===== config.mk =====
export PLATFORM = sky130hd
export DESIGN_NAME = vga_draw_unit_flat
export DESIGN_NICKNAME = d
export VERILOG_FILES = /design/src/rtl/vga_draw_if.sv /design/src/rtl/vga_draw_unit.sv /design/src/flat_wrapper.sv
export SDC_FILE = /design/constraint.sdc
export NUM_CORES = 1
export LEC_CHECK = 0
export ABC_AREA = 1
export BUFFER_PORTS_ARGS = -buffer_cell sky130_fd_sc_hd__buf_4
export CORE_MARGIN = 5
export CORE_UTILIZATION = 40
export DETAILED_ROUTE_END_ITERATION = 6
export GPL_TIMING_DRIVEN = 0
export HOLD_SLACK_MARGIN = 0.03
export PLACE_DENSITY_LB_ADDON = 0.08
export RECOVER_POWER = 100
export SYNTH_ARGS = -nofsm -noshare
export SYNTH_HDL_FRONTEND = slang
export SYNTH_SLANG_ARGS = --single-unit

===== constraint.sdc =====
create_clock -name clock -period 9.6 [get_ports clock]
set_input_delay 1.44 -clock clock [delete_from_list [all_inputs] [get_ports clock]]
set_output_delay 1.44 -clock clock [all_outputs]
set_load 0.005 [all_outputs]

===== src/rtl/vga_draw_if.sv =====
// Draw-request bus between the CPU-side datapath and the VGA draw unit.
interface vga_draw_if;
    logic        req_valid;
    logic        req_ready;
    logic [1:0]  req_mode;
    logic [14:0] req_color;
    logic [7:0]  req_x;
    logic [6:0]  req_y;
    logic [7:0]  req_w;
    logic [6:0]  req_h;

    modport master (output req_valid, req_mode, req_color, req_x, req_y, req_w, req_h,
                    input  req_ready);
    modport slave  (input  req_valid, req_mode, req_color, req_x, req_y, req_w, req_h,
                    output req_ready);
endinterface


===== src/rtl/vga_draw_unit.sv =====
// Rasterises pixel / rectangle / clear requests into one plot strobe per clock.
module vga_draw_unit #(
    parameter int SCREEN_W = 160,
    parameter int SCREEN_H = 120
) (
    input  logic        clock,
    input  logic        resetn,
    vga_draw_if.slave   bus,
    output logic        vga_plot,
    output logic [7:0]  vga_out_x,
    output logic [6:0]  vga_out_y,
    output logic [14:0] vga_out_color,
    output logic        busy,
    output logic        done
);
    typedef enum logic [1:0] {IDLE, DRAW, FINISH} state_t;

    state_t      state, nxt_state;
    logic [14:0] col, nxt_col;
    logic [7:0]  x0, nxt_x0, w, nxt_w, dx, nxt_dx;
    logic [6:0]  y0, nxt_y0, h, nxt_h, dy, nxt_dy;
    logic [8:0]  px;
    logic [7:0]  py;

    // Status outputs decode straight from the state register.
    assign bus.req_ready = (state == IDLE);
    assign busy          = (state != IDLE);
    assign done          = (state == FINISH);

    // Next-state, request latching and raster stepping.
    always_comb begin
        nxt_state = state;
        nxt_col   = col;
        nxt_x0    = x0;
        nxt_y0    = y0;
        nxt_w     = w;
        nxt_h     = h;
        nxt_dx    = dx;
        nxt_dy    = dy;
        case (state)
            IDLE: begin
                if (bus.req_valid) begin
                    nxt_col = bus.req_color;
                    nxt_x0  = bus.req_x;
                    nxt_y0  = bus.req_y;
                    nxt_dx  = '0;
                    nxt_dy  = '0;
                    case (bus.req_mode)
                        2'd0: begin nxt_w = 8'd1; nxt_h = 7'd1; end
                        2'd1: begin nxt_w = bus.req_w; nxt_h = bus.req_h; end
                        2'd2: begin
                            nxt_x0 = '0;
                            nxt_y0 = '0;
                            nxt_w  = 8'(SCREEN_W);
                            nxt_h  = 7'(SCREEN_H);
                        end
                        default: begin nxt_w = '0; nxt_h = '0; end
                    endcase
                    // Empty extents and the reserved mode still complete with a done pulse.
                    if (nxt_w == '0 || nxt_h == '0) nxt_state = FINISH;
                    else                            nxt_state = DRAW;
                end
            end
            DRAW: begin
                if (dx == w - 8'd1) begin
                    nxt_dx = '0;
                    if (dy == h - 7'd1) nxt_state = FINISH;
                    else                nxt_dy = dy + 7'd1;
                end else begin
                    nxt_dx = dx + 8'd1;
                end
            end
            FINISH:  nxt_state = IDLE;
            default: nxt_state = IDLE;
        endcase
        // Widened sums so pixels past the right/bottom edge are detected, not wrapped.
        px = {1'b0, nxt_x0} + {1'b0, nxt_dx};
        py = {1'b0, nxt_y0} + {1'b0, nxt_dy};
    end

    // State, latched request fields and raster counters.
    always_ff @(posedge clock) begin
        if (!resetn) begin
            state <= IDLE;
            col   <= '0;
            x0    <= '0;
            y0    <= '0;
            w     <= '0;
            h     <= '0;
            dx    <= '0;
            dy    <= '0;
        end else begin
            state <= nxt_state;
            col   <= nxt_col;
            x0    <= nxt_x0;
            y0    <= nxt_y0;
            w     <= nxt_w;
            h     <= nxt_h;
            dx    <= nxt_dx;
            dy    <= nxt_dy;
        end
    end

    // Registered pixel outputs: loaded for the pixel of the coming DRAW cycle, held otherwise.
    always_ff @(posedge clock) begin
        if (!resetn) begin
            vga_plot      <= 1'b0;
            vga_out_x     <= '0;
            vga_out_y     <= '0;
            vga_out_color <= '0;
        end else begin
            vga_plot <= (nxt_state == DRAW) && (px < 9'(SCREEN_W)) && (py < 8'(SCREEN_H));
            if (nxt_state == DRAW) begin
                vga_out_x     <= px[7:0];
                vga_out_y     <= py[6:0];
                vga_out_color <= nxt_col;
            end
        end
    end
endmodule

===== src/flat_wrapper.sv =====
// flat-port wrapper written by rule: the top's interface ports become plain ports
module vga_draw_unit_flat 
#(
    parameter int SCREEN_W = 160,
    parameter int SCREEN_H = 120
)
  (clock, resetn, vga_plot, vga_out_x, vga_out_y, vga_out_color, busy, done, bus_req_valid, bus_req_mode, bus_req_color, bus_req_x, bus_req_y, bus_req_w, bus_req_h, bus_req_ready);
  vga_draw_if bus_i ();
  input  logic clock;
  input  logic resetn;
  output logic vga_plot;
  output logic [7:0] vga_out_x;
  output logic [6:0] vga_out_y;
  output logic [14:0] vga_out_color;
  output logic busy;
  output logic done;
  input wire logic [$bits(bus_i.req_valid)-1:0] bus_req_valid;
  input wire logic [$bits(bus_i.req_mode)-1:0] bus_req_mode;
  input wire logic [$bits(bus_i.req_color)-1:0] bus_req_color;
  input wire logic [$bits(bus_i.req_x)-1:0] bus_req_x;
  input wire logic [$bits(bus_i.req_y)-1:0] bus_req_y;
  input wire logic [$bits(bus_i.req_w)-1:0] bus_req_w;
  input wire logic [$bits(bus_i.req_h)-1:0] bus_req_h;
  output wire logic [$bits(bus_i.req_ready)-1:0] bus_req_ready;
  assign bus_i.req_valid = bus_req_valid;
  assign bus_i.req_mode = bus_req_mode;
  assign bus_i.req_color = bus_req_color;
  assign bus_i.req_x = bus_req_x;
  assign bus_i.req_y = bus_req_y;
  assign bus_i.req_w = bus_req_w;
  assign bus_i.req_h = bus_req_h;
  assign bus_req_ready = bus_i.req_ready;
  vga_draw_unit #(.SCREEN_W(SCREEN_W), .SCREEN_H(SCREEN_H)) u_core (.clock(clock), .resetn(resetn), .bus(bus_i), .vga_plot(vga_plot), .vga_out_x(vga_out_x), .vga_out_y(vga_out_y), .vga_out_color(vga_out_color), .busy(busy), .done(done));
endmodule

=== Yosys cells after proc, flatten, opt, wreduce, memory -nomap -nowiden ===
Index checks and enable logic that the tools add are counted.

* Register bits after elaboration: 93
* Input bits: 50
* Word-level logic and storage cells: 62

* $add $sub $neg: 6
* Magnitude comparators: 2
* Equality and inequality tests: 7
* Muxes and demuxes: 26
* Reductions and logical operators: 9

{| class="wikitable"
|+ Operator list
! cell !! count
|-
| $mux 7 || 8
|-
| $mux 8 || 7
|-
| $mux 15 || 2
|-
| $pmux 8 s3 || 1
|-
| $pmux 7 s3 || 1
|-
| $pmux 8 s2 || 1
|-
| $pmux 7 s2 || 1
|-
| $add 8x8->9 || 1
|-
| $lt 9x8->1 const B || 1
|-
| $add 7x7->8 || 1
|-
| $add 8x1->8 const B || 1
|-
| $eq 8x8->1 || 1
|-
| $logic_not 8->1 || 1
|-
| $lt 8x7->1 const B || 1
|-
| $mux 2 || 4
|-
| $sub 8x1->8 const B || 1
|-
| $add 7x1->7 const B || 1
|-
| $eq 7x7->1 || 1
|-
| $logic_not 7->1 || 1
|-
| $sub 7x1->7 const B || 1
|-
| $eq 2x1->1 const B || 3
|-
| $eq 2x2->1 const B || 2
|-
| $logic_not 2->1 || 2
|-
| $pmux 2 s2 || 1
|-
| 4 further kinds || 5
|}

=== Longest topological paths before layout ===
Gate-level depths: netlist of the first run.

* Word-level depth: 12
* Depth in mapped cells: 27
* Gate-level depth less buffers: 27

=== Least setup slack after synthesis of the first run ===
No wires, ideal clock.

* Path type: input -> register
* Start: input port bus_req_valid
* End: register u_core.vga_plot
* Arrival time: 3.897 ns
* Required time: 9.485 ns
* Slack: 5.588 ns
* Stages on the path: 19
* Buffers on the path: 1
* Cells stage by stage: nand2_1 > nor2_1 > inv_2 > nor2_1 > buf_2 > nand2_1 > nand2_1 > ha_1 > inv_1 > fa_1 > nand3b_1 > nand2_1 > nand2_1 > a21oi_1 > o21ai_0 > a21oi_1 > nor2_1 > nand3_1 > nor2_1

* Longest elaborated chain between the ends: 6
* Elaborated cells between the ends (all ways): 17
* Classes of those cells: add/sub: 2; order compare: 2; eq/ne: 1; mux: 10; reduce/logical: 2

{| class="wikitable"
|+ Ends and longest elaborated chain
! element !! RTL line !! source
|-
| from (decl) || flat_wrapper.sv:17 || <nowiki>input wire logic [$bits(bus_i.req_valid)-1:0] bus_req_valid;</nowiki>
|-
| $mux 8 || vga_draw_unit.sv:42 || <nowiki>if (bus.req_valid) begin</nowiki>
|-
| $mux 8 || vga_draw_unit.sv:40 || <nowiki>case (state)</nowiki>
|-
| net u_core.nxt_x0[0] || vga_draw_unit.sv:20 || <nowiki>logic [7:0] x0, nxt_x0, w, nxt_w, dx, nxt_dx;</nowiki>
|-
| $add 8x8->9 || vga_draw_unit.sv:77 || <nowiki>px = {1'b0, nxt_x0} + {1'b0, nxt_dx};</nowiki>
|-
| $lt 9x8->1 || vga_draw_unit.sv:112 || <nowiki>vga_plot <= (nxt_state == DRAW) && (px < 9'(SCREEN_W)) && (py < 8'(SCREEN_H));</nowiki>
|-
| $logic_and 1x1->1 (2 in a row) || vga_draw_unit.sv:112 ||
|-
| to (signal assigned) || vga_draw_unit.sv:112 ||
|-
| to (decl) || vga_draw_unit.sv:9 || <nowiki>output logic vga_plot,</nowiki>
|}

The timed path passes the listed nets, and every way through them passes these cells.
A chain may end at the register's enable or synchronous reset.

=== Final worst setup path of the first run ===
Same ends and word-level chain as after synthesis.

==> Implementation_results.wiki, run 1 <==
{| class="wikitable"
! Metric !! Value
|-
| Post-layout util || 0.491
|-
| Max Fanout on Critical Path || 10
|-
| Fraction of registers with async set or reset after synthesis || 0
|-
| Global placement routability congestion || 0.897
|-
| Inserted Diodes || 0
|-
| Initial core utilization || 0.410
|-
| CTS buffer count || 9
|-
| TNS Setup || 0 ns
|-
| Leakage Power || 3.06 nW
|-
| Normalized max-slew margin || 0.477
|-
| End of the critical path || u_core.vga_plot
|-
| Number of synthesized flops with an enable pin || 0
|-
| TritonCTS clock tree || built
|-
| Sort of element at the start of the critical path || input pin
|-
| Clock Latency Late Sink || 0.36 ns
|-
| Post-CTS resize count || 0
|-
| Final period utilization || 0.503
|-
| Final cell area excluding filler cells || 6220 um2
|-
| Design Power || 1.05 mW
|-
| Dpl ws || 4.62 ns
|-
| Crit path time final || 4.83 ns
|-
| Vias in the first global route || 4777
|-
| Number of antenna violations at the first check in global routing || 0
|-
| Post-synth top area cell || sky130_fd_sc_hd__dfxtp_1
|-
| Pwr Density || 168 nW/um2
|-
| CTS root buffer || sky130_fd_sc_hd__clkbuf_16
|-
| Critical path data required time || 9.85 ns
|-
| Kind of end point of the critical path || flip-flop
|-
| Maximum number of pins on one net before global-route repair || 18
|-
| Die footprint || 15400 um2
|-
| Clock transition time at the flip-flop clock pins of the worst setup and hold paths || 0.07 ns
|-
| Cell area after technology mapping || 5200 um2
|-
| First-iteration detailed-routing DRC count || 250
|-
| DRC errors left || 0
|-
| Worst IR drop on VDD || 0.0781 mV
|-
| Beginning of the worst register-to-register path || u_core.w[0]
|-
| Syn Inst Count || 760
|-
| Average cell area after synthesis || 6.84 um2
|-
| Layout cells sized above 1 || 0.146
|-
| Setup skew after layout || 0.00943 ns
|-
| DPL Wire Length || 11000 um
|-
| Worst-path cell with the longest stage delay || sky130_fd_sc_hd__nor2_1
|-
| Number of nets in the layout || 924
|-
| Number of nets still failing antenna checks after routing || 0
|-
| Library cell with the highest instance count after synthesis || sky130_fd_sc_hd__nand2_1
|-
| Ports || 84
|-
| Area after DPL || 6030 um2
|-
| Predominant post-synthesis flop cell || sky130_fd_sc_hd__dfxtp_1
|-
| Max-slew violation total from the final report || 0
|-
| All-layer global routing usage || 0.190
|-
| Die Y-Extent || 124 um
|-
| Total number of placement rows || 41
|-
| Top area cells in the synthesized netlist || sky130_fd_sc_hd__dfxtp_1 (36%), sky130_fd_sc_hd__nand2_1 (15%), sky130_fd_sc_hd__nor2_1 (8.0%), sky130_fd_sc_hd__a21oi_1 (5.5%), sky130_fd_sc_hd__inv_1 (5.2%)
|-
| Number of cells on the worst reg-to-reg path || 26
|-
| Count of vias placed by the detailed router || 4982
|-
| HP Class || reg -> reg
|-
| Worst reg2reg endpoint || u_core.vga_out_y[6]
|-
| Proportion of synthesized chip area in sequential cells || 0.358
|-
| Fraction of synthesized cell area taken by the top area cell type || 0.358
|-
| Least setup slack across all paths after layout || 4.77 ns
|-
| Slowest cell delay on critical path || 0.61 ns
|-
| Count of unique library cells instantiated by Yosys || 39
|-
| CORE AREA || 12700 um2
|-
| Result of the run || completed
|-
| Avg WL per Cell || 13.5 um
|-
| Clk buf depth || 2
|-
| Flop and latch count out of synthesis || 93
|-
| Fmax achieved || 207 MHz
|-
| Final count of hold timing violations || 0
|-
| Number of nets in the synthesized netlist || 831
|-
| Total routed wirelength || 13900 um
|-
| Avg Vias per Cell || 4.84
|-
| Layout overhead on the synthesized area || 19.7%
|-
| Number of max-cap violations || 0
|-
| Number of clock sinks || 93
|-
| Hold-fix buffers, CTS || 0
|-
| Setup slack of the most critical reg-to-reg path || 5.55 ns
|-
| Slew at the pin closest to its max-slew limit || 0.784 ns
|-
| First-pass GRT wire length || 22700 um
|-
| Congestion Overflow GR || 0
|-
| Number of H-tree levels || 3
|-
| Port-buffer cells || 82
|-
| X dimension of the die || 124 um
|-
| CP startpoint || bus_req_valid
|-
| Type of the setup path with the least slack || in -> reg
|-
| Number of buffers inserted to repair setup after CTS || 0
|-
| List of most frequent post-synthesis cells || sky130_fd_sc_hd__nand2_1 (206), sky130_fd_sc_hd__nor2_1 (111), sky130_fd_sc_hd__dfxtp_1 (93)
|-
| Total iterations of the first detailed-routing run || 5
|-
| Library cell appearing most often on the critical path || sky130_fd_sc_hd__nand2_1
|-
| Setup repair after global routing missed its margin || no
|-
| Arrival time reported for the critical path endpoint || 5.08 ns
|-
| Chain of cells forming the critical path || clkbuf_1 > nand2_1 > nor2_1 > inv_1 > nor2_1 > clkbuf_1 > nand2_1 > nand2_1 > ha_1 > inv_1 > fa_1 > nand3b_1 > nand2_1 > nand2_1 > a21oi_1 > o21ai_0 > a21oi_1 > nor2_1 > nand3_1 > nor2_1
|-
| Setup violators final || 0
|-
| Synth warnings || 0
|}
==> worst min path at each step <==
stage / start / to / slack [ns] / cells after the start
CTS: u_core.y0[5] / u_core.y0[5] / 0.48 / 2
finish: u_core.x0[0] / u_core.x0[0] / 0.47 / 2
global placement: u_core.x0[0] / u_core.x0[0] / 0.46 / 2
detailed placement: u_core.y0[5] / u_core.y0[5] / 0.47 / 2
floorplan: u_core.x0[0] / u_core.x0[0] / 0.45 / 2
global route: u_core.y0[5] / u_core.y0[5] / 0.50 / 2
==> state kept, by name, summed over array words and instances, names as in the netlist, 8 cells and up <==
name / flops
u_core.dx: 8
u_core.x0: 8
u_core.w: 8
u_core.col: 15
u_core.vga_out_color: 15
u_core.vga_out_x: 8
==> layer usage <==
| layer | share of wire | global-route usage | vias up |
|---|---|---|---|
| li1 | - | - | 2615 |
| met3 | 0.040 | 0.0341 | 21 |
| met1 | 0.48 | 0.259 | 2250 |
| met2 | 0.46 | 0.304 | 96 |
| met4 | 0.017 | 0.0657 | 0 |
| met5 | 0 | 0 | - |
==> cell families after synthesis <==
| group | after synthesis | synth area share |
|---|---|---|
| xor+xnor | 19 | 0.0334 |
| fa+ha+maj | 21 | 0.0534 |
| simple gates | 423 | 0.357 |
| mux | 15 | 0.0289 |
| buf+inv | 100 | 0.0791 |
| compound gates | 89 | 0.0897 |
| flops | 93 | 0.358 |
==> report_power, final <==
group / switching [mW] / total, mW / leakage (nW) / internal, mW
clock: 0.163 / 0.341 / 0.130 / 0.179
combinational: 0.159 / 0.265 / 2.16 / 0.105
sequential: 0.0194 / 0.440 / 0.763 / 0.421
==> per-stage QoR <==
stage                     hold WS [ns]  instances
after CTS                        0.477       1030
after floorplan                  0.453        760
after global placement           0.459       1014
after detailed placement         0.466       1014
final                            0.474       1030
after global routing             0.502       1030
==> layout make-up <==
cell class              instances  area, um2
plain buffers                  24        116
clock buffers                   9        225
repair buffers                 82        578
well taps                     172        215
clock inverters                 7       56.3
flip-flops and latches         93       1860
fillers                      1364       6450
inverters                      76        285
multi-input cells             567       2890
==> worst max-delay path: cells and delay by family <==
family | cells | cell delay (ns)
adder cells (fa/ha/maj) | 2 | 0.56
AO/OA/AOI/OAI | 3 | 0.46
buffers and inverters | 4 | 0.94
AND/OR/NAND/NOR | 11 | 1.66
==> cells in the final DEF (no fill, tap or decap), drive strengths merged, types with 19 or more instances in the layout <==
cell type	netlist	final
clkbuf	12	64
o21ai	23	23
ha	19	19
nand2	229	229
nor2	117	117
inv	76	79
buf	12	51
nand3	50	50
dfxtp	93	93
a21oi	57	57
Note: power is estimated with default switching activity, not from simulation.
==> run 2, diff against run 1 <==
==> constraint.sdc (replaced) <==
create_clock -name clock -period 4.1 [get_ports clock]
set_input_delay 0.615 -clock clock [delete_from_list [all_inputs] [get_ports clock]]
set_output_delay 0.615 -clock clock [all_outputs]
set_load 0.005 [all_outputs]
==> run 2 against run 1 <==
  * Wire length shrank 0.11%
  * Clock-buffer cell count unchanged
  * Non-clock buffer count did not move
  * Setup slack worse by 4.3 ns
  * Die area did not move
  * Critical path type is now reg -> reg
  * Largest cell class unchanged
  * Largest power group unchanged
  * Highest routed layer unchanged
==> Implementation_results.wiki, run 2 (synthesis gave the netlist of run 1 again) <==
{| class="wikitable"
! Metric !! Value
|-
| Leakage Power || 3.07 nW (+0.51%)
|-
| Global placement routability congestion || 0.897 (unchanged)
|-
| HP Class || reg -> reg
|-
| TNS Setup || 0 ns (unchanged)
|-
| DRC errors left || 0 (unchanged)
|-
| Arrival time reported for the critical path endpoint || 3.85 ns (-1.23 ns)
|-
| DPL Wire Length || 11000 um (unchanged)
|-
| Setup repair after global routing missed its margin || no
|-
| Number of nets in the layout || 924 (unchanged)
|-
| Area after DPL || 6030 um2 (unchanged)
|-
| Final period utilization || 0.878
|-
| Avg Vias per Cell || 4.82 (-0.30%)
|-
| Die footprint || 15400 um2 (unchanged)
|-
| Die Y-Extent || 124 um (unchanged)
|-
| Final count of hold timing violations || 0 (unchanged)
|-
| Design Power || 2.45 mW (+130%)
|-
| Total number of placement rows || 41 (unchanged)
|-
| Final cell area excluding filler cells || 6250 um2 (+0.40%)
|-
| Layout overhead on the synthesized area || 20.2%
|-
| Clock Latency Late Sink || 0.35 ns (about the same)
|-
| Number of nets still failing antenna checks after routing || 0 (unchanged)
|-
| Clk buf depth || 2 (unchanged)
|-
| Total iterations of the first detailed-routing run || 7 (+2)
|-
| Worst IR drop on VDD || 0.182 mV (+130%)
|-
| Max-slew violation total from the final report || 0 (unchanged)
|-
| CTS root buffer || sky130_fd_sc_hd__clkbuf_16
|-
| First-iteration detailed-routing DRC count || 215 (-14%)
|-
| Port-buffer cells || 82 (unchanged)
|-
| Number of H-tree levels || 3 (unchanged)
|-
| TritonCTS clock tree || built
|-
| Fillcell total || 1354 (-0.73%)
|-
| All-layer global routing usage || 0.190 (unchanged)
|-
| CTS buffer count || 9 (unchanged)
|-
| First-pass GRT wire length || 22700 um (unchanged)
|-
| Commonest non-fill, non-tap cells in the layout || sky130_fd_sc_hd__nand2_1 (207), sky130_fd_sc_hd__nor2_1 (110), sky130_fd_sc_hd__dfxtp_1 (93)
|-
| Fmax achieved || 278 MHz
|-
| Number of max-cap violations || 0 (unchanged)
|-
| Vias in the first global route || 4777 (unchanged)
|-
| Kind of end point of the critical path || flip-flop
|-
| Total routed wirelength || 13900 um (-0.11%)
|-
| CORE AREA || 12700 um2 (unchanged)
|-
| Setup skew after layout || 0.00903 ns (-0.000403 ns)
|-
| Normalized max-slew margin || 0.484 (+0.00728)
|-
| Sort of element at the start of the critical path || flip-flop
|-
| Inserted Diodes || 0 (unchanged)
|-
| Layout cells sized above 1 || 0.157 (+0.0117)
|-
| Critical path data required time || 4.35 ns (-5.50 ns)
|-
| Congestion Overflow GR || 0 (unchanged)
|-
| Met1 track demand over resource || 0.259 (unchanged)
|-
| Slew at the pin closest to its max-slew limit || 0.773 ns (-0.0109 ns)
|-
| Leading cell type in the layout, fill and taps excluded || sky130_fd_sc_hd__nand2_1
|-
| Count of vias placed by the detailed router || 4967 (-0.30%)
|-
| Initial core utilization || 0.410 (unchanged)
|-
| Result of the run || completed
|-
| Clock share of power || 0.326 (about the same)
|-
| Pwr Density || 393 nW/um2 (+130%)
|-
| Ports || 84 (unchanged)
|-
| Portion of total power attributed to sequential cells || 0.420 (about the same)
|-
| Max Fanout on Critical Path || 10 (unchanged)
|-
| Number of clock sinks || 93 (unchanged)
|-
| Register area || 1860 um2 (unchanged)
|-
| Avg WL per Cell || 13.5 um (-0.11%)
|-
| Area occupied by multi-input gates || 2900 um2 (+0.52%)
|-
| Maximum number of pins on one net before global-route repair || 18 (unchanged)
|-
| Setup violators final || 0 (unchanged)
|-
| Global routing met3 resource utilization || 0.0341 (unchanged)
|-
| Net switching power || 0.800 mW (+130%)
|-
| Crit path time final || 3.60 ns
|-
| Fraction of power spent switching nets || 0.326 (about the same)
|-
| Type of the setup path with the least slack || reg -> reg
|-
| Biggest registers after layout || u_core.col: 15 flops, u_core.vga_out_color: 15 flops
|-
| Hold-fix buffers, CTS || 0 (unchanged)
|-
| GRT Max-Usage Layer || met2
|-
| Clock transition time at the flip-flop clock pins of the worst setup and hold paths || 0.07 ns (about the same)
|-
| Internal || 1.65 mW (+130%)
|-
| Number of antenna violations at the first check in global routing || 0 (unchanged)
|-
| Logic gate share of total power || 0.254 (about the same)
|-
| X dimension of the die || 124 um (unchanged)
|-
| GR Layer Usage met2 || 0.304 (unchanged)
|}
run 2: changes by cell type in the layout (fill, tap and decap cells not counted), sizes merged:
| cell | delta |
|---|---|
| buf | +4 |
| clkbuf | -4 |
run 2: path summary, 6_finish.rpt:
check / cells after the start / slack (ns) / from / endpoint
worst max-delay path: 20 / 0.50 / u_core.state[1] / u_core.vga_plot
worst max register to register: 20 / 0.50 / u_core.state[1] / u_core.vga_plot
worst min register to register: 2 / 0.47 / u_core.x0[0] / u_core.x0[0]
worst min-delay path: 2 / 0.47 / u_core.x0[0] / u_core.x0[0]
run 2: what timing repair did:
action / 4_1_cts / 5_1_grt
endpoints found under the setup margin: 0 / 2
gates resized for setup: 0 / 1
setup buffers: 0 / 0
run 2: metal layers:
layer | up-vias | routed length [um] | share of wire
met1 | 2250 | 6730 | 0.48
met5 | - | 0 | 0
li1 | 2616 | - | -
met4 | 0 | 201 | 0.014
met3 | 16 | 495 | 0.036
met2 | 85 | 6500 | 0.47
run 2: stage by stage:
step                 util  hold slack, ns  setup WS (ns)  instances
global placement    0.476           0.459        -0.0300       1014
CTS                 0.498           0.477          0.240       1030
finish              0.493           0.474          0.501       1030
floorplan               -           0.453          0.902        760
detailed placement  0.476           0.466        -0.0563       1014
global route        0.493           0.502         0.0546       1030
run 2: cell type report:
| type | count | share of cell area |
|---|---|---|
| clock inverters | 7 | 0.00901 |
| flip-flops and latches | 93 | 0.298 |
| plain buffers | 24 | 0.0190 |
| well taps | 172 | 0.0344 |
| repair buffers | 82 | 0.0937 |
| inverters | 76 | 0.0456 |
| clock buffers | 9 | 0.0360 |
| multi-input cells | 567 | 0.464 |
run 2: worst max-delay path, cell delays in order (launching register included):
cell and delay (ns):
sky130_fd_sc_hd__dfxtp_1 0.31, sky130_fd_sc_hd__inv_1 0.08, sky130_fd_sc_hd__nand2_1 0.07, sky130_fd_sc_hd__nor2_1 0.27, sky130_fd_sc_hd__inv_2 0.18, sky130_fd_sc_hd__nor2_2 0.38
sky130_fd_sc_hd__buf_2 0.37, sky130_fd_sc_hd__nand2_1 0.11, sky130_fd_sc_hd__nand2_1 0.09, sky130_fd_sc_hd__ha_1 0.17, sky130_fd_sc_hd__inv_1 0.05, sky130_fd_sc_hd__fa_1 0.39
sky130_fd_sc_hd__nand3b_1 0.20, sky130_fd_sc_hd__nand2_1 0.09, sky130_fd_sc_hd__nand2_1 0.06, sky130_fd_sc_hd__a21oi_1 0.15, sky130_fd_sc_hd__o21ai_0 0.14, sky130_fd_sc_hd__a21oi_1 0.18
sky130_fd_sc_hd__nor2_1 0.06, sky130_fd_sc_hd__nand3_1 0.08, sky130_fd_sc_hd__nor2_1 0.05
run 2: power groups by stage:
stage | logic, mW | clock network, mW | registers [mW]
2_1_floorplan | 0.424 | 0 | 1.05
5_1_grt | 0.706 | 0.865 | 1.04
3_3_place_gp | 0.637 | 0 | 1.05
6_report | 0.624 | 0.799 | 1.03
4_1_cts | 0.649 | 0.823 | 1.03
3_5_place_dp | 0.646 | 0 | 1.05
==> run 3, diff against run 2 <==
--- a/config.mk
+++ b/config.mk
@@ -7,7 +7,6 @@
 export LEC_CHECK = 0
 export ABC_AREA = 1
 export BUFFER_PORTS_ARGS = -buffer_cell sky130_fd_sc_hd__buf_4
-export CORE_MARGIN = 5
 export CORE_UTILIZATION = 40
 export DETAILED_ROUTE_END_ITERATION = 6
 export GPL_TIMING_DRIVEN = 0
==> run 3 against run 2 <==
  * Power up 4.5%
  * Largest cell class unchanged
  * Critical endpoint unchanged
  * Via count up 0.24%
  * Largest power group unchanged
  * Critical path type unchanged
  * Core utilization up 0.27 points
  * Cell area up 0.54%
  * Final cell count unchanged
==> Implementation_results.wiki, run 3 (synthesis gave the netlist of run 1 again) <==
{| class="wikitable"
! Metric !! Value
|-
| Number of buffers inserted to repair setup after CTS || 0 (unchanged)
|-
| Max-slew violation total from the final report || 0 (unchanged)
|-
| Layout overhead on the synthesized area || 20.8%
|-
| Chain of cells forming the critical path || inv_1 > nand2_1 > nor2_1 > inv_1 > nor2_2 > buf_2 > nand2_1 > nand2_1 > ha_1 > inv_1 > fa_1 > nand3b_1 > nand2_1 > nand2_1 > a21oi_1 > or3_1 > nand2_1 > a21oi_1 > nor2_1
|-
| Beginning of the worst register-to-register path || u_core.state[1]
|-
| All-layer global routing usage || 0.215 (+0.0251)
|-
| Clk buf depth || 2 (unchanged)
|-
| CORE AREA || 12700 um2 (unchanged)
|-
| TritonCTS clock tree || built
|-
| Slowest cell delay on critical path || 0.42 ns (+0.03 ns)
|-
| Worst reg2reg endpoint || u_core.vga_plot
|-
| Biggest registers after layout || u_core.col: 15 flops, u_core.vga_out_color: 15 flops
|-
| Die footprint || 13500 um2 (-12%)
|-
| Leading cell type in the layout, fill and taps excluded || sky130_fd_sc_hd__nand2_1
|-
| Sort of element at the start of the critical path || flip-flop
|-
| Slew at the pin closest to its max-slew limit || 0.752 ns (-0.0211 ns)
|-
| Normalized max-slew margin || 0.499 (+0.0141)
|-
| Max Fanout on Critical Path || 10 (unchanged)
|-
| Global routing met3 resource utilization || 0.0282 (-0.00582)
|-
| Cell depth of the worst hold path || 2 (unchanged)
|-
| Total iterations of the first detailed-routing run || 6 (-1)
|-
| Post-CTS resize count || 0 (unchanged)
|-
| Number of clock sinks || 93 (unchanged)
|-
| Avg Vias per Cell || 4.83 (+0.24%)
|-
| Total number of placement rows || 41 (unchanged)
|-
| Setup violators final || 0 (unchanged)
|-
| Number of H-tree levels || 3 (unchanged)
|-
| Startpoint of the lowest-slack hold path || u_core.x0[4]
|-
| Initial core utilization || 0.410 (unchanged)
|-
| Vias in the first global route || 4643 (-2.8%)
|-
| Final count of hold timing violations || 0 (unchanged)
|-
| CTS buffer count || 9 (unchanged)
|-
| Total routed wirelength || 13500 um (-3.3%)
|-
| First-iteration detailed-routing DRC count || 211 (-1.9%)
|-
| Hold-fix buffers, CTS || 0 (unchanged)
|-
| Arrival time reported for the critical path endpoint || 3.90 ns (+0.05 ns)
|-
| Maximum number of pins on one net before global-route repair || 17 (-1)
|-
| Design Power || 2.56 mW (+4.5%)
|-
| WHS Endpoint || u_core.x0[4]
|-
| Met1 track demand over resource || 0.282 (+0.0231)
|-
| Number of cells on the worst reg-to-reg path || 19 (-5.0%)
|-
| Setup slack of the most critical reg-to-reg path || 0.44 ns (-0.06 ns)
|-
| Placed Instances || 1014 (unchanged)
|-
| Number of nets in the layout || 924 (unchanged)
|-
| Number of nets still failing antenna checks after routing || 0 (unchanged)
|-
| Pwr Density || 408 nW/um2 (+3.9%)
|-
| GR Layer Usage met2 || 0.363 (+0.0589)
|-
| Congestion Overflow GR || 0 (unchanged)
|-
| Setup skew after layout || 0.00881 ns (-0.000215 ns)
|-
| Least setup slack across all paths after layout || 0.442 ns (-0.0588 ns)
|-
| Worst hold slack || 0.473 ns (-0.00131 ns)
|-
| Layout cells sized above 1 || 0.156 (-0.00117)
|-
| Leakage Power || 3.10 nW (+1.0%)
|-
| X dimension of the die || 116 um (-6.5%)
|-
| Number of standard cells in the final layout excluding fillers || 1030 (unchanged)
|-
| Result of the run || completed
|-
| Number of antenna violations at the first check in global routing || 0 (unchanged)
|-
| Crit path time final || 3.66 ns (+0.0588 ns)
|-
| CTS root buffer || sky130_fd_sc_hd__clkbuf_16
|-
| Global placement routability congestion || 0.875 (-2.6%)
|-
| First-pass GRT wire length || 21900 um (-3.6%)
|-
| Clock transition time at the flip-flop clock pins of the worst setup and hold paths || 0.07 ns (about the same)
|-
| TNS Setup || 0 ns (unchanged)
|-
| Avg WL per Cell || 13.1 um (-3.3%)
|-
| Kind of end point of the critical path || flip-flop
|-
| Count of vias placed by the detailed router || 4979 (+0.24%)
|-
| DRC errors left || 0 (unchanged)
|-
| HP Class || reg -> reg
|-
| Critical path data required time || 4.34 ns (about the same)
|-
| Number of max-cap violations || 0 (unchanged)
|-
| Dpl ws || -0.0705 ns (-0.0142 ns)
|-
| DPL Wire Length || 10500 um (-4.2%)
|-
| GRT Max-Usage Layer || met2
|-
| Inserted Diodes || 0 (unchanged)
|-
| Port-buffer cells || 82 (unchanged)
|-
| Type of the setup path with the least slack || reg -> reg
|-
| Commonest non-fill, non-tap cells in the layout || sky130_fd_sc_hd__nand2_1 (208), sky130_fd_sc_hd__nor2_1 (110), sky130_fd_sc_hd__dfxtp_1 (93)
|-
| Die Y-Extent || 116 um (-6.5%)
|-
| Setup repair after global routing missed its margin || no
|-
| Worst IR drop on VDD || 0.256 mV (+40%)
|-
| Final period utilization || 0.892 (+0.0143)
|-
| Fmax achieved || 273 MHz (-1.6%)
|-
| Clock Latency Late Sink || 0.35 ns (about the same)
|-
| Worst-path cell with the longest stage delay || sky130_fd_sc_hd__nor2_2
|-
| Library cell appearing most often on the critical path || sky130_fd_sc_hd__nand2_1
|-
| Ports || 84 (unchanged)
|}
run 3: cell types whose count changed in the layout (fill, tap and decap cells not counted), moves of 2 or more:
cell	change
sky130_fd_sc_hd__bufinv_16	+2
sky130_fd_sc_hd__clkbuf_4	+2
sky130_fd_sc_hd__clkinv_4	+3
sky130_fd_sc_hd__clkinvlp_4	-3
run 3: per-stage QoR:
| step | util | cell area [um2] |
|---|---|---|
| floorplan | - | 5200 |
| global placement | 0.476 | 6030 |
| detailed placement | 0.476 | 6030 |
| CTS | 0.502 | 6360 |
| global route | 0.496 | 6280 |
| finish | 0.496 | 6280 |
run 3: final cells by class:
| type | count | area, um2 |
|---|---|---|
| clock buffer | 10 | 229 |
| buffer | 24 | 119 |
| clock inverter | 6 | 95.1 |
| timing repair buffer | 82 | 593 |
| multi-input combinational | 567 | 2890 |
| tap | 172 | 215 |
| fill | 1345 | 6390 |
| inverter | 76 | 285 |
| sequential | 93 | 1860 |
run 3: critical path: cells and delay by family (launching register included):
family / cells / cell delay [ns]
compound gates: 2 / 0.34
simple gates: 11 / 1.56
buf+inv: 4 / 0.77
fa+ha+maj: 2 / 0.56
flops: 1 / 0.31
run 3: worst max-delay path by stage:
stage | cells past startpoint | end | start | slack, ns
detailed placement | 20 | u_core.vga_plot | bus_req_valid | -0.07
CTS | 20 | u_core.vga_plot | u_core.state[1] | 0.22
global route | 20 | u_core.vga_plot | u_core.state[1] | 0.07
global placement | 20 | u_core.vga_plot | bus_req_valid | -0.05
floorplan | 23 | u_core.vga_out_y[6] | u_core.w[0] | 0.90
finish | 19 | u_core.vga_plot | u_core.state[1] | 0.44
run 3: power breakdown:
part           switching, mW  leakage, nW  internal (mW)
combinational          0.373         2.18          0.250
clock                  0.372        0.157          0.540
sequential            0.0431        0.763          0.986
total                  0.788         3.10           1.78
run 3: layer usage:
layer | routed length (um) | up-vias
li1 | - | 2618
met3 | 344 | 10
met5 | 0 | -
met2 | 6290 | 64
met4 | 195 | 0
met1 | 6630 | 2287
